File: src/rtl/rect_fill_engine.sv
// rect_fill_engine: clips a rectangle fill command to the screen and streams its pixels in raster order
module rect_fill_engine #(
  parameter int SCREEN_WIDTH  = 640,
  parameter int SCREEN_HEIGHT = 480,
  parameter int COLOR_WIDTH   = 32
) (
  input  logic                   clk,
  input  logic                   rst,
  input  logic                   i_cmd_valid,
  output logic                   o_cmd_ready,
  input  logic [9:0]             i_x0,
  input  logic [9:0]             i_y0,
  input  logic [9:0]             i_x1,
  input  logic [9:0]             i_y1,
  input  logic [COLOR_WIDTH-1:0] i_color,
  output logic                   o_pixel_we,
  output logic [9:0]             o_pixel_x,
  output logic [9:0]             o_pixel_y,
  output logic [COLOR_WIDTH-1:0] o_pixel_color,
  input  logic                   i_pixel_ready,
  output logic                   o_busy,
  output logic                   o_done,
  output logic [$clog2(SCREEN_WIDTH*SCREEN_HEIGHT+1)-1:0] o_pixel_count
);
  localparam int CW = $clog2(SCREEN_WIDTH*SCREEN_HEIGHT+1);
  localparam logic [9:0] XM = 10'(SCREEN_WIDTH - 1);
  localparam logic [9:0] YM = 10'(SCREEN_HEIGHT - 1);
  typedef enum logic [1:0] {IDLE, CLIP, FILL, DONE} state_t;
  state_t state, state_n;
  logic [9:0] xmin, xmax, ymin, ymax, cur_x, cur_y;
  logic [COLOR_WIDTH-1:0] color;
  logic [CW-1:0] cnt, pixel_count;
  logic last, empty;
  assign last  = cur_x == xmax && cur_y == ymax;
  assign empty = xmin > XM || ymin > YM;
  always_comb begin
    state_n = state;
    case (state)
      IDLE:    state_n = i_cmd_valid ? CLIP : IDLE;
      CLIP:    state_n = empty ? DONE : FILL;
      FILL:    state_n = (i_pixel_ready && last) ? DONE : FILL;
      default: state_n = IDLE;
    endcase
  end
  always_ff @(posedge clk) begin
    if (rst) begin
      state       <= IDLE;
      xmin        <= '0;
      xmax        <= '0;
      ymin        <= '0;
      ymax        <= '0;
      cur_x       <= '0;
      cur_y       <= '0;
      color       <= '0;
      cnt         <= '0;
      pixel_count <= '0;
    end else begin
      state <= state_n;
      case (state)
        IDLE: if (i_cmd_valid) begin
          xmin  <= i_x0 < i_x1 ? i_x0 : i_x1;
          xmax  <= i_x0 < i_x1 ? i_x1 : i_x0;
          ymin  <= i_y0 < i_y1 ? i_y0 : i_y1;
          ymax  <= i_y0 < i_y1 ? i_y1 : i_y0;
          color <= i_color;
          cnt   <= '0;
        end
        CLIP: begin
          xmax  <= xmax > XM ? XM : xmax;
          ymax  <= ymax > YM ? YM : ymax;
          cur_x <= xmin;
          cur_y <= ymin;
          if (empty) pixel_count <= '0;
        end
        FILL: if (i_pixel_ready) begin
          // count is published on the final beat so it is valid alongside o_done
          cnt   <= cnt + 1'b1;
          cur_x <= cur_x < xmax ? cur_x + 10'd1 : xmin;
          cur_y <= cur_x < xmax ? cur_y : cur_y + 10'd1;
          if (last) pixel_count <= cnt + 1'b1;
        end
        default: ;
      endcase
    end
  end
  assign o_cmd_ready   = state == IDLE;
  assign o_busy        = state != IDLE;
  assign o_pixel_we    = state == FILL;
  assign o_done        = state == DONE;
  assign o_pixel_x     = cur_x;
  assign o_pixel_y     = cur_y;
  assign o_pixel_color = color;
  assign o_pixel_count = pixel_count;
endmodule

File: config.mk
export PLATFORM = sky130hd
export DESIGN_NAME = rect_fill_engine
export DESIGN_NICKNAME = d
export VERILOG_FILES = /design/src/rtl/rect_fill_engine.sv
export SDC_FILE = /design/constraint.sdc
export NUM_CORES = 1
export LEC_CHECK = 0
export CAP_MARGIN = 20
export CORE_ASPECT_RATIO = 0.75
export CORE_MARGIN = 4
export CORE_UTILIZATION = 52
export CTS_CLUSTER_DIAMETER = 40
export DETAILED_ROUTE_END_ITERATION = 10
export GPL_TIMING_DRIVEN = 0
export PLACE_DENSITY = 0.79
export RECOVER_POWER = 25
export SLEW_MARGIN = 20
export SYNTH_ARGS = -nofsm -noshare
export SYNTH_HDL_FRONTEND = slang
export SYNTH_SLANG_ARGS = --single-unit
File: constraint.sdc
create_clock -name clk -period 2.58 [get_ports clk]
set_input_delay 0.516 -clock clk [delete_from_list [all_inputs] [get_ports clk]]
set_output_delay 0.516 -clock clk [all_outputs]
set_load 0.02 [all_outputs]
Word-level counts from Yosys, hierarchy flattened
Index checks and enable logic that the tools add are counted.
- add/sub/neg operators: 3
- $lt $le $gt $ge: 7
- equal/unequal tests: 12
- muxes and demuxes: 27
- reductions and logical operators: 15
- operators by type and width (cell ; count):
    $mux 10 ; 12
    $mux 19 ; 5
    $pmux 10 s2 ; 4
    $pmux 19 s2 ; 2
    $lt 10x10->1 ; 3
    $add 10x1->10 const B ; 2
    $eq 10x10->1 ; 2
    $gt 10x10->1 const B ; 2
    $gt 10x9->1 const B ; 2
    $add 19x1->19 const B ; 1
    $reduce_and 3->1 ; 4
    $ne 2x2->1 const B ; 5
    $reduce_bool 2->1 ; 4
    $pmux 2 s3 ; 1
    $eq 2x2->1 const B ; 2
    $ne 2x1->1 const B ; 2
    $reduce_and 2->1 ; 2
    $reduce_and 4->1 ; 1
    $mux 1 ; 3
    $eq 2x1->1 const B ; 1
    $logic_and 1x1->1 ; 2
    $logic_not 2->1 ; 1
    $logic_or 1x1->1 ; 1
- flip-flop bits (word level): 132
- output and inout bits: 75
- logic and storage cells: 74

Depth between registers and ports, before layout
Gate-level depths: netlist of run 1.
- depth in word-level cells: 5
- mapped depth: 10
- mapped depth without buffers: 8

Least setup slack after synthesis of run 1
No wires, ideal clock.
- path type: flip-flop to flip-flop
- start point: register cur_x[5], in the netlist o_pixel_x[5]
- end point: register cur_x[2], in the netlist o_pixel_x[2]
- setup time: 0.117 ns
- data arrival time: 2.305 ns
- data required time: 2.463 ns
- path slack: 0.158 ns
- stages on the path, launching flop included: 8
- path buffers: 0
- period minus slack after synthesis: 2.422 ns
- path through: dfxtp_1 -> ha_1 -> a21oi_2 -> o21ai_2 -> a2111oi_2 -> mux2_2 -> a22oi_1 -> nor2_1
- longest elaborated chain between the ends: 4
- RTL lines (item ; RTL line ; source):
    from (decl) ; 30 ; logic [9:0] xmin, xmax, ymin, ymax, cur_x, cur_y;
    from (signal assigned) ; 71 ; cur_x <= xmin;
    from (signal assigned) ; 78 ; cur_x <= cur_x < xmax ? cur_x + 10'd1 : xmin;
    $lt 10x10->1 ; 78 ;
    $mux 10 ; 78 ;
    $mux 10 ; 75 ; FILL: if (i_pixel_ready) begin
    $pmux 10 s2 ; 59 ; case (state)
Every way passes these cells. The select of a mux whose other input is x is not followed.
A chain may end at the register's enable or synchronous reset.

Final worst setup path of run 1
- start point: input port i_y1[2]
- end point: register ymin[5]
- longest elaborated chain between the ends: 2
- RTL lines (item ; RTL line ; source):
    from (decl) ; 14 ; input logic [9:0] i_y1,
    $lt 10x10->1 ; 63 ; ymin <= i_y0 < i_y1 ? i_y0 : i_y1;
    $mux 10 ; 63 ;
    to (signal assigned) ; 63 ;
    to (decl) ; 30 ;
Every way passes these cells.

==> results of run 1 <==
## power by group through the flow
stage	logic, W	clock network [W]	registers, W
final	0.00177	0.00240	0.00236
after global routing	0.00193	0.00252	0.00238
after CTS	0.00170	0.00242	0.00236
after detailed placement	0.00165	0	0.00240
after global placement	0.00162	0	0.00240
after floorplan	0.000974	0	0.00244
## sequential cells by signal, indices dropped and copies added, names as in the netlist
signal,count
o_pixel_x,10
xmax,10
o_pixel_y,10
ymin,10
o_pixel_color,32
cnt,19
state,2
xmin,10
o_pixel_count,19
ymax,10
## layout make-up
class                      instances  area, µm²  share of cell area (%)
multi-input combinational        665       4197                   43.52
sequential                       132       2648                   27.46
timing repair buffer             155       1536                   15.93
clock buffer                      17      425.4                   4.412
buffer                            52      272.8                   2.829
tap                              171      214.0                   2.219
inverter                          50      191.4                   1.985
clock inverter                    15      156.4                   1.622
antenna                            1      2.502                 0.02595
## kinds of logic after synthesis
logic type                 share of synthesized area (%)
adders and majority gates                          6.098
muxes                                              4.774
AOI/OAI and AO/OA                                  21.52
buffers and inverters                              6.446
and+or+nand+nor                                    21.45
xor gates and xnor gates                           2.927
DFF                                                36.79
## routing by layer
layer  track usage (%)  vias to the layer above  part of all wire [%]
met5                 0                        -                     0
met4             9.073                        0                   2.1
met3             7.870                       55                   9.1
met2             41.56                      343                    44
met1             37.94                     3428                    45
li1                  -                     3587                     -
## path summary, 6_finish.rpt
check,slack [ns],endpoint,from,cells after the start
worst min register to register,0.45,o_pixel_color[14],o_pixel_color[14],2
worst max register to register,0.10,o_pixel_x[9],o_pixel_x[6],6
worst max-delay path,0.09,ymin[5],i_y1[2],10
worst min-delay path,0.45,o_pixel_color[14],o_pixel_color[14],2
## synth_stat cells, types with 9 or more instances
cell type,n,area share [%]
a211oi_1,31,3.2
a21oi_1,97,6.8
a31oi_1,11,0.96
clkbuf_1,40,2.1
dfxtp_1,132,37
ha_1,35,6.1
inv_1,49,2.6
mux2i_1,32,4.5
nand2_1,131,6.8
nand3_1,26,1.8
nand4_1,23,2.0
nor2_1,88,4.6
nor3_1,9,0.63
o21ai_0,29,2.0
o31ai_1,9,0.94
o32ai_1,16,2.0
or3_1,16,1.4
xnor2_1,9,1.1
xor2_1,15,1.8
## through the flow
stage                     hold WS, ns  TNS (ns)  instances  area, µm²
after CTS                      0.4532         0       1253       9509
after floorplan                0.4415         0        903       7182
after detailed placement       0.4427    -17.01       1222       8877
final                          0.4489         0       1258       9643
after global routing           0.4649         0       1257       9641
after global placement         0.4379    -15.70       1222       8877
## placed cells by master, fill, tap and decap left out, types with 9 or more instances in the layout
master and instances:
a211oi_1 31, a21oi_1 95, a31oi_1 9, clkbuf_1 30
clkbuf_16 17, clkdlybuf4s50_1 97, dfxtp_1 128, dlygate4sd3_1 50
ha_1 34, inv_1 49, mux2i_1 30, nand2_1 130
nand3_1 26, nand4_1 23, nor2_1 87, nor3_1 9
o21ai_0 28, o31ai_1 9, o32ai_1 16, or3_1 16
xnor2_1 9, xor2_1 15
## what timing repair did
action                                  in CTS  in global routing
pin swaps                                    0                  5
endpoints found under the setup margin      26                 94
gates resized for setup                     10                 32
cloned                                       0                  1
buffers inserted                             0                  6
## worst reg2reg max path, cell delays in order, from the launching register on
cell,delay (ns)
dfxtp_1,0.50
ha_1,0.30
and4_2,0.25
a2111o_1,0.48
buf_6,0.19
or4_1,0.50
a31oi_1,0.19
==> summary.md, run 1 <==
| Metric | Value |
|---|---|
| Setup slack after layout | 0.08755 ns |
| Clock power share | 36.8% |
| Cell area after synthesis | 7182 µm² |
| WS Path Type | in -> reg |
| Number of global-route vias before repair | 6759 |
| Sequential-to-total area share from yosys stat | 36.79% |
| Clock Tree Buf Depth | 2 |
| Total number of vias | 7413 |
| Drt first pass iters | 5 |
| Final Hold Viols | 0 |
| Switching Fraction | 34.29% |
| Crit path max fanout | 5 |
| Int Power | 0.004298 W |
| Sequential fraction of design power | 36.1% |
| Mean post-synth cell area | 7.953 µm² |
| Max Cap Viol | 0 |
| Syn-to-layout area delta | 34.27% |
| Critical path required time | 2.86 ns |
| Global route overflow | 0 |
| RSZ-0062 raised after global routing | no |
| CP max-delay cell | clkdlybuf4s50_1 |
| Post-Route Skew | 0.008954 ns |
| Post-synth ARST share | 0% |
| Ports | 151 |
| DR vias/cell | 5.893 |
| Worst-Skew Late Latency | 0.42 ns |
| GP Congestion | 0.9133 |
| Logic pwr share | 27.1% |
| Initial antenna violation count | 0 |
| Row cnt | 36 |
| Final min period | 2.492 ns |
| Total power | 0.006541 W |
| CP Capture Type | register |
| Crit-path cells | clkdlybuf4s50_1 -> inv_1 -> ha_1 -> a21o_1 -> a31oi_2 -> o221ai_4 -> a21oi_4 -> clkbuf_4 -> mux2i_1 -> a211oi_1 |
| Slowest stage delay, CP | 0.53 ns |
| Clk root buf | clkbuf_16 |
| DRT Wirelength | 21970 µm |
| Post-synth EDFFs | 0 |
| Status | completed |
| Pleak | 3.835 nW |
| Bufs and invs on worst path | 3 |
| Critical path's top delay family | compound AO/OA/AOI/OAI gates |
| DR DRC count | 0 |
| Clk sinks | 132 |
| GRT Util Overall | 27.52% |
| Worst slack, placed | -0.5928 ns |
| Iter 0 DRT Violations | 824 |
| CP arrival | 2.77 ns |
| Share of cells above drive strength 1 | 9.484% |
| Syn_nets | 1014 |
| Layout filler cell count | 1064 |
| Post-synth top flop | dfxtp_1 |
| Worst Tran Pin Value | 0.7202 ns |
| DIE AREA | 15770 µm² |
| Cts-stage hold buffer count | 0 |
| Num CTS Buffers | 17 |
| Core Area | 13240 µm² |
| Die X | 143.7 µm |
| Synth cell types | 62 |
| Max-slew violations | 0 |
| Antenna-violating nets left | 0 |
| Fmax achieved | 0.4012 GHz |
| # nets final | 1184 |
| Net Sw Power | 0.002243 W |
| Die Y | 109.8 µm |
| Worst-path clk slew | 0.07 ns |
| Pwr Density | 678.3 nW/µm² |
| Slew Limit Headroom | 51.54% |
| Startpoint Class | input pin |
| Largest net degree at the start of global routing | 17 |
| Final period util | 96.61% |
| Hold Path Class | reg -> reg |
| Synth warn | 0 |
| Synthesized flop and latch total | 132 |
| Final core utilization | 72.82% |
| HPWL after DPL | 15850 µm |
| Final setup vio count | 0 |
| WL/cell | 17.46 µm |
| Mapped Cells | 903 |
| PortBufs | 148 |
| Wire length of the first global-routing pass | 34720 µm |
| Max VDD drop | 0.5451 mV |
| CTS H-tree depth | 4 |
| CTS tree | built |
| Starting Density | 54.23% |
Note: power is estimated with default switching activity, not from simulation.
==> run 2, diff against run 1 <==
CORE_UTILIZATION = 40   (was 52)
PLACE_DENSITY = 0.63   (was 0.79)
==> summary.md, run 2 (synthesis results as in run 1) <==
| Metric | Value |
|---|---|
| Starting Density | 40.67% |
| Max-slew violations | 0 |
| Layout filler cell count | 1706 |
| Met2 GRT Util | 33.96% |
| HPWL after DPL | 16910 µm |
| Share of cells above drive strength 1 | 9.541% |
| WL/cell | 17.03 µm |
| CP arrival | 2.77 ns |
| Total power | 0.006703 W |
| Drt first pass iters | 5 |
| Clock power share | 38.2% |
| Sequential fraction of design power | 35.3% |
| Clk root buf | clkbuf_16 |
| N_diodes | 0 |
| Hold Path Depth | 2 |
| Initial antenna violation count | 0 |
| Post-Route Skew | 0.008498 ns |
| Crit path max fanout | 10 |
| Core Area | 17660 µm² |
| GRT Util Overall | 22.13% |
| CTS tree | built |
| Layout Cells excl Fill | 1332 |
| Placed Cells incl. Taps | 1293 |
| Syn-to-layout area delta | 36.50% |
| Row cnt | 42 |
| Hold Path Sink | o_pixel_color[4] |
| Fmax achieved | 0.4004 GHz |
| CTS H-tree depth | 4 |
| PortBufs | 148 |
| DIE AREA | 20190 µm² |
| Final min period | 2.497 ns |
| Final Hold Viols | 0 |
| Worst reg2reg endpoint | o_pixel_x[9] |
| Final setup vio count | 0 |
| DR vias/cell | 5.477 |
| Placed Area | 8966 µm² |
| Pwr Density | 683.8 nW/µm² |
| Register-to-Register Path Depth | 6 |
| Status | completed |
| Int Power | 0.004528 W |
| Hold Path Class | reg -> reg |
| Min-delay src | o_pixel_color[4] |
| Die X | 162.7 µm |
| Number of global-route vias before repair | 6763 |
| Final period util | 96.79% |
| Max Cap Viol | 0 |
| Startpoint Class | input pin |
| Critical path required time | 2.86 ns |
| Switching Fraction | 32.45% |
| WS Path Type | in -> reg |
| Largest net degree at the start of global routing | 17 |
| Total number of vias | 7296 |
| Met3 usage | 5.094% |
| Clock Tree Buf Depth | 2 |
| DRT Wirelength | 22680 µm |
| DR DRC count | 0 |
| Commonest non-fill, non-tap cell in the layout | nand2_1 |
| Met1 global-route usage | 32.05% |
| Die Y | 124.0 µm |
| Iter 0 DRT Violations | 631 |
| Pleak | 3.861 nW |
| Global route overflow | 0 |
| Num CTS Buffers | 17 |
| Worst r2r src | o_pixel_x[6] |
| Ports | 151 |
| Commonest non-fill, non-tap cells in the layout | 130 x nand2_1, 129 x dfxtp_1, 98 x clkdlybuf4s50_1 |
| Final instance area | 9803 µm² |
| Wire length of the first global-routing pass | 35820 µm |
| Clk sinks | 132 |
| Worst Tran Pin Value | 0.7991 ns |
| CP Capture Type | register |
| GRT Max-Usage Layer | met2 |
| Antenna-violating nets left | 0 |
| Worst-path clk slew | 0.06 ns |
| Worst-Skew Late Latency | 0.42 ns |
| Logic pwr share | 26.5% |
| Reg2Reg Setup Slack | 0.12 ns |
| GP Congestion | 0.8777 |
| RSZ-0062 raised after global routing | yes |
| Max VDD drop | 0.4066 mV |
| Max FFs per register | 32 |
| Net Sw Power | 0.002175 W |
| Slew Limit Headroom | 46.23% |
| # nets final | 1188 |
-- run 2: worst max-delay path by stage --
stage / to / depth (start not counted) / startpoint
2_1_floorplan: o_pixel_x[2] / 7 / o_pixel_x[5]
3_3_place_gp: ymax[7] / 9 / i_y1[2]
3_5_place_dp: ymax[2] / 9 / i_y1[2]
4_1_cts: o_pixel_count[13] / 10 / state[0]
5_1_grt: o_pixel_x[9] / 8 / state[1]
6_report: ymin[2] / 10 / i_y1[9]
-- run 2: per-stage QoR --
| stage | worst slack (ns) | TNS (ns) | util [%] | hold WS (ns) |
|---|---|---|---|---|
| 2_1_floorplan | 0.1579 | 0 | - | 0.4415 |
| 3_3_place_gp | -0.5708 | -17.19 | 50.78 | 0.4383 |
| 3_5_place_dp | -0.5900 | -19.00 | 50.78 | 0.4461 |
| 4_1_cts | 0.005528 | 0 | 54.58 | 0.4542 |
| 5_1_grt | -0.02014 | -0.02014 | 55.52 | 0.4629 |
| 6_report | 0.08281 | 0 | 55.52 | 0.4488 |
-- run 2: final cells by class --
type / instances / area [µm²] / share of cell area, %
clock inverter: 13 / 171.4 / 1.749
multi-input combinational: 665 / 4207 / 42.91
tap: 242 / 302.8 / 3.089
buffer: 54 / 280.3 / 2.859
sequential: 132 / 2646 / 26.99
clock buffer: 19 / 452.9 / 4.620
timing repair buffer: 157 / 1551 / 15.83
inverter: 50 / 191.4 / 1.953
-- run 2: power groups by stage --
stage,logic [W],clock network (W),registers (W)
final,0.00178,0.00256,0.00237
after global routing,0.00194,0.00268,0.00238
after CTS,0.00171,0.00259,0.00236
after detailed placement,0.00167,0,0.00241
after global placement,0.00165,0,0.00241
after floorplan,0.000974,0,0.00244
-- run 2: layer usage --
layer / part of all wire, % / vias up
li1: - / 3581
met1: 48 / 3415
met2: 44 / 278
met3: 7.3 / 22
met4: 0.76 / 0
met5: 0 / -
-- run 2: worst max-delay path, cell delays in order --
cell and delay, ns:
clkdlybuf4s50_1 0.55, inv_1 0.06, ha_1 0.29, a21oi_1 0.19, o21ai_0 0.18, clkbuf_2 0.23
a21oi_4 0.19, buf_6 0.16, mux2i_1 0.29, a211oi_1 0.11
-- run 2: what timing repair did --
item	4_1_cts	5_1_grt
endpoints found under the hold margin	0	0
setup endpoints to repair	35	70
gates cloned	0	1
resized for setup	11	31
hold buffers	0	0
pin swaps	0	5
setup buffers	0	8
==> run 3, diff against run 2 <==
ABC_AREA = 1   (was default)
CORE_UTILIZATION = 30   (was 40)
PLACE_DENSITY = 0.49   (was 0.63)
==> summary.md, run 3 <==
| Metric | Value |
|---|---|
| Status | completed |
| Final setup vio count | 0 |
| Total number of vias | 7889 |
| DR DRC count | 0 |
| DIE AREA | 28000 µm² |
| Worst Tran Pin Value | 0.8137 ns |
| Met3 usage | 6.595% |
| Final min period | 2.434 ns |
| Num CTS Buffers | 17 |
| Pleak | 4.647 nW |
| Ports | 151 |
| Drt first pass iters | 5 |
| Post-synth top flop | dfxtp_1 |
| Net Sw Power | 0.002632 W |
| Worst-path clk slew | 0.06 ns |
| Hold Path Class | reg -> reg |
| Number of global-route vias before repair | 7396 |
| Startpoint Class | register |
| Met1 global-route usage | 26.34% |
| Int Power | 0.004789 W |
| Pwr Density | 733.8 nW/µm² |
| Layout Cells excl Fill | 1693 |
| Synth cell types | 38 |
| N_diodes | 0 |
| Core Area | 24960 µm² |
| GP Congestion | 0.8649 |
| WL/cell | 14.80 µm |
| Max FFs per register | 32 |
| Antenna-violating nets left | 0 |
| DRT Wirelength | 25050 µm |
| Die X | 191.9 µm |
| Register-to-Register Path Depth | 8 |
| PortBufs | 150 |
| Sequential-to-total area share from yosys stat | 34.74% |
| Die Y | 145.9 µm |
| Syn-to-layout area delta | 32.93% |
| Iter 0 DRT Violations | 524 |
| Max VDD drop | 0.4480 mV |
| Starting Density | 30.48% |
| Max Cap Viol | 0 |
| CTS H-tree depth | 4 |
| Critical path required time | 2.06 ns |
| Logic pwr share | 32.3% |
| CP Capture Type | output port |
| Cell types occupying the most area after synthesis | dfxtp_1 35%, nand2_1 13%, inv_1 8.2% |
| Post-cts resize count | 0 |
| Clock power share | 32.6% |
| Switching Fraction | 35.47% |
| Commonest non-fill, non-tap cell in the layout | nand2_1 |
| Sequential fraction of design power | 35.1% |
| Global route overflow | 0 |
| GRT Max-Usage Layer | met1 |
| Cts-stage hold buffer count | 0 |
| Cell area after synthesis | 7607 µm² |
| Yosys top cell area share | 34.74% |
| Final period util | 94.32% |
| Post-CTS Setup Inserts | 0 |
| Mean post-synth cell area | 6.485 µm² |
| Synth warn | 0 |
| Final Hold Slack | 0.4755 ns |
| Final instance area | 10110 µm² |
| CP arrival | 1.92 ns |
| GRT Util Overall | 17.81% |
| # nets final | 1453 |
| Hold Path Depth | 2 |
| Largest area contributor in the netlist | dfxtp_1 |
| Commonest non-fill, non-tap cells in the layout | 262 x nand2_1, 167 x inv_1, 149 x nor2_1 |
| DR vias/cell | 4.660 |
| Clk root buf | clkbuf_16 |
| Met2 GRT Util | 24.77% |
| Fmax achieved | 0.4109 GHz |
| WS Path Type | reg -> out |
| Commonest cells post-synth | 262 x nand2_1, 167 x inv_1, 149 x nor2_1 |
| Syn_nets | 1284 |
| Placed Cells incl. Taps | 1661 |
| Clk sinks | 132 |
| Share of cells above drive strength 1 | 5.535% |
| Worst-Skew Late Latency | 0.43 ns |
| Wire length of the first global-routing pass | 39610 µm |
| CTS tree | built |
| Top-count cell post-synth | nand2_1 |
| Final Hold Viols | 0 |
| Row cnt | 50 |
| Largest net degree at the start of global routing | 17 |
| Initial antenna violation count | 0 |
| Mapped Cells | 1173 |
| Max-slew violations | 0 |
| Post-synth ARST share | 0% |
| HPWL after DPL | 19520 µm |
| Post-synth EDFFs | 0 |
| Crit path max fanout | 4 |
| Placed Area | 9532 µm² |
| RSZ-0062 raised after global routing | no |
| Clock Tree Buf Depth | 2 |
| Post-Route Skew | 0.01091 ns |
| Slew Limit Headroom | 45.75% |
| Synthesized flop and latch total | 132 |
-- run 3: logic make-up (layout without fill, tap and decap cells) --
logic type	after synthesis	in the layout	synth area share (%)
simple gates	537	537	29.95
compound gates	231	231	16.20
buf+inv	231	413	12.53
flops	132	132	34.74
fa+ha+maj	35	35	5.757
xor+xnor	6	6	0.6908
mux	1	1	0.1316
-- run 3: layout make-up --
| type | instances | area (µm²) |
|---|---|---|
| multi-input combinational | 810 | 4011 |
| clock inverter | 10 | 105.1 |
| timing repair buffer | 150 | 1501 |
| fill | 2636 | 14850 |
| tap | 338 | 422.9 |
| inverter | 175 | 664.4 |
| buffer | 56 | 290.3 |
| sequential | 132 | 2643 |
| clock buffer | 22 | 474.2 |
-- run 3: stage by stage --
stage	worst slack [ns]	TNS (ns)	total power (W)	utilization, %
6_report	0.1464	0	0.007420	40.51
5_1_grt	0.06238	0	0.007921	40.51
4_1_cts	0.1082	0	0.007549	40.51
3_5_place_dp	-0.1502	-1.695	0.005077	38.19
3_3_place_gp	-0.1522	-1.981	0.005066	38.19
2_1_floorplan	0.7429	0	0.004121	-
-- run 3: layer usage --
| layer | part of all wire [%] | routed length [µm] | vias to the layer above |
|---|---|---|---|
| li1 | - | - | 4099 |
| met5 | 0 | 0 | - |
| met3 | 8.6 | 2153 | 16 |
| met2 | 39 | 9871 | 193 |
| met4 | 0.65 | 163 | 0 |
| met1 | 51 | 12860 | 3581 |
-- run 3: path summary, 6_finish.rpt --
| check | start | to | slack, ns |
|---|---|---|---|
| hold reg to reg | o_pixel_count[5] | o_pixel_count[5] | 0.48 |
| hold / removal | o_pixel_count[5] | o_pixel_count[5] | 0.48 |
| setup reg to reg | state[0] | ymin[4] | 0.37 |
| setup / recovery | state[0] | o_busy | 0.15 |
-- run 3: power groups by stage --
stage               combinational, W  sequential, W  clock, W
global route                 0.00270        0.00264   0.00258
global placement             0.00242        0.00264         0
detailed placement           0.00243        0.00265         0
finish                       0.00240        0.00260   0.00242
floorplan                    0.00135        0.00277         0
CTS                          0.00244        0.00261   0.00250
-- run 3: critical path, stage by stage (launching register included) --
cell,delay [ns]
dfxtp_1,0.36
inv_1,0.07
ha_1,0.27
inv_1,0.17
clkdlybuf4s50_1,0.63
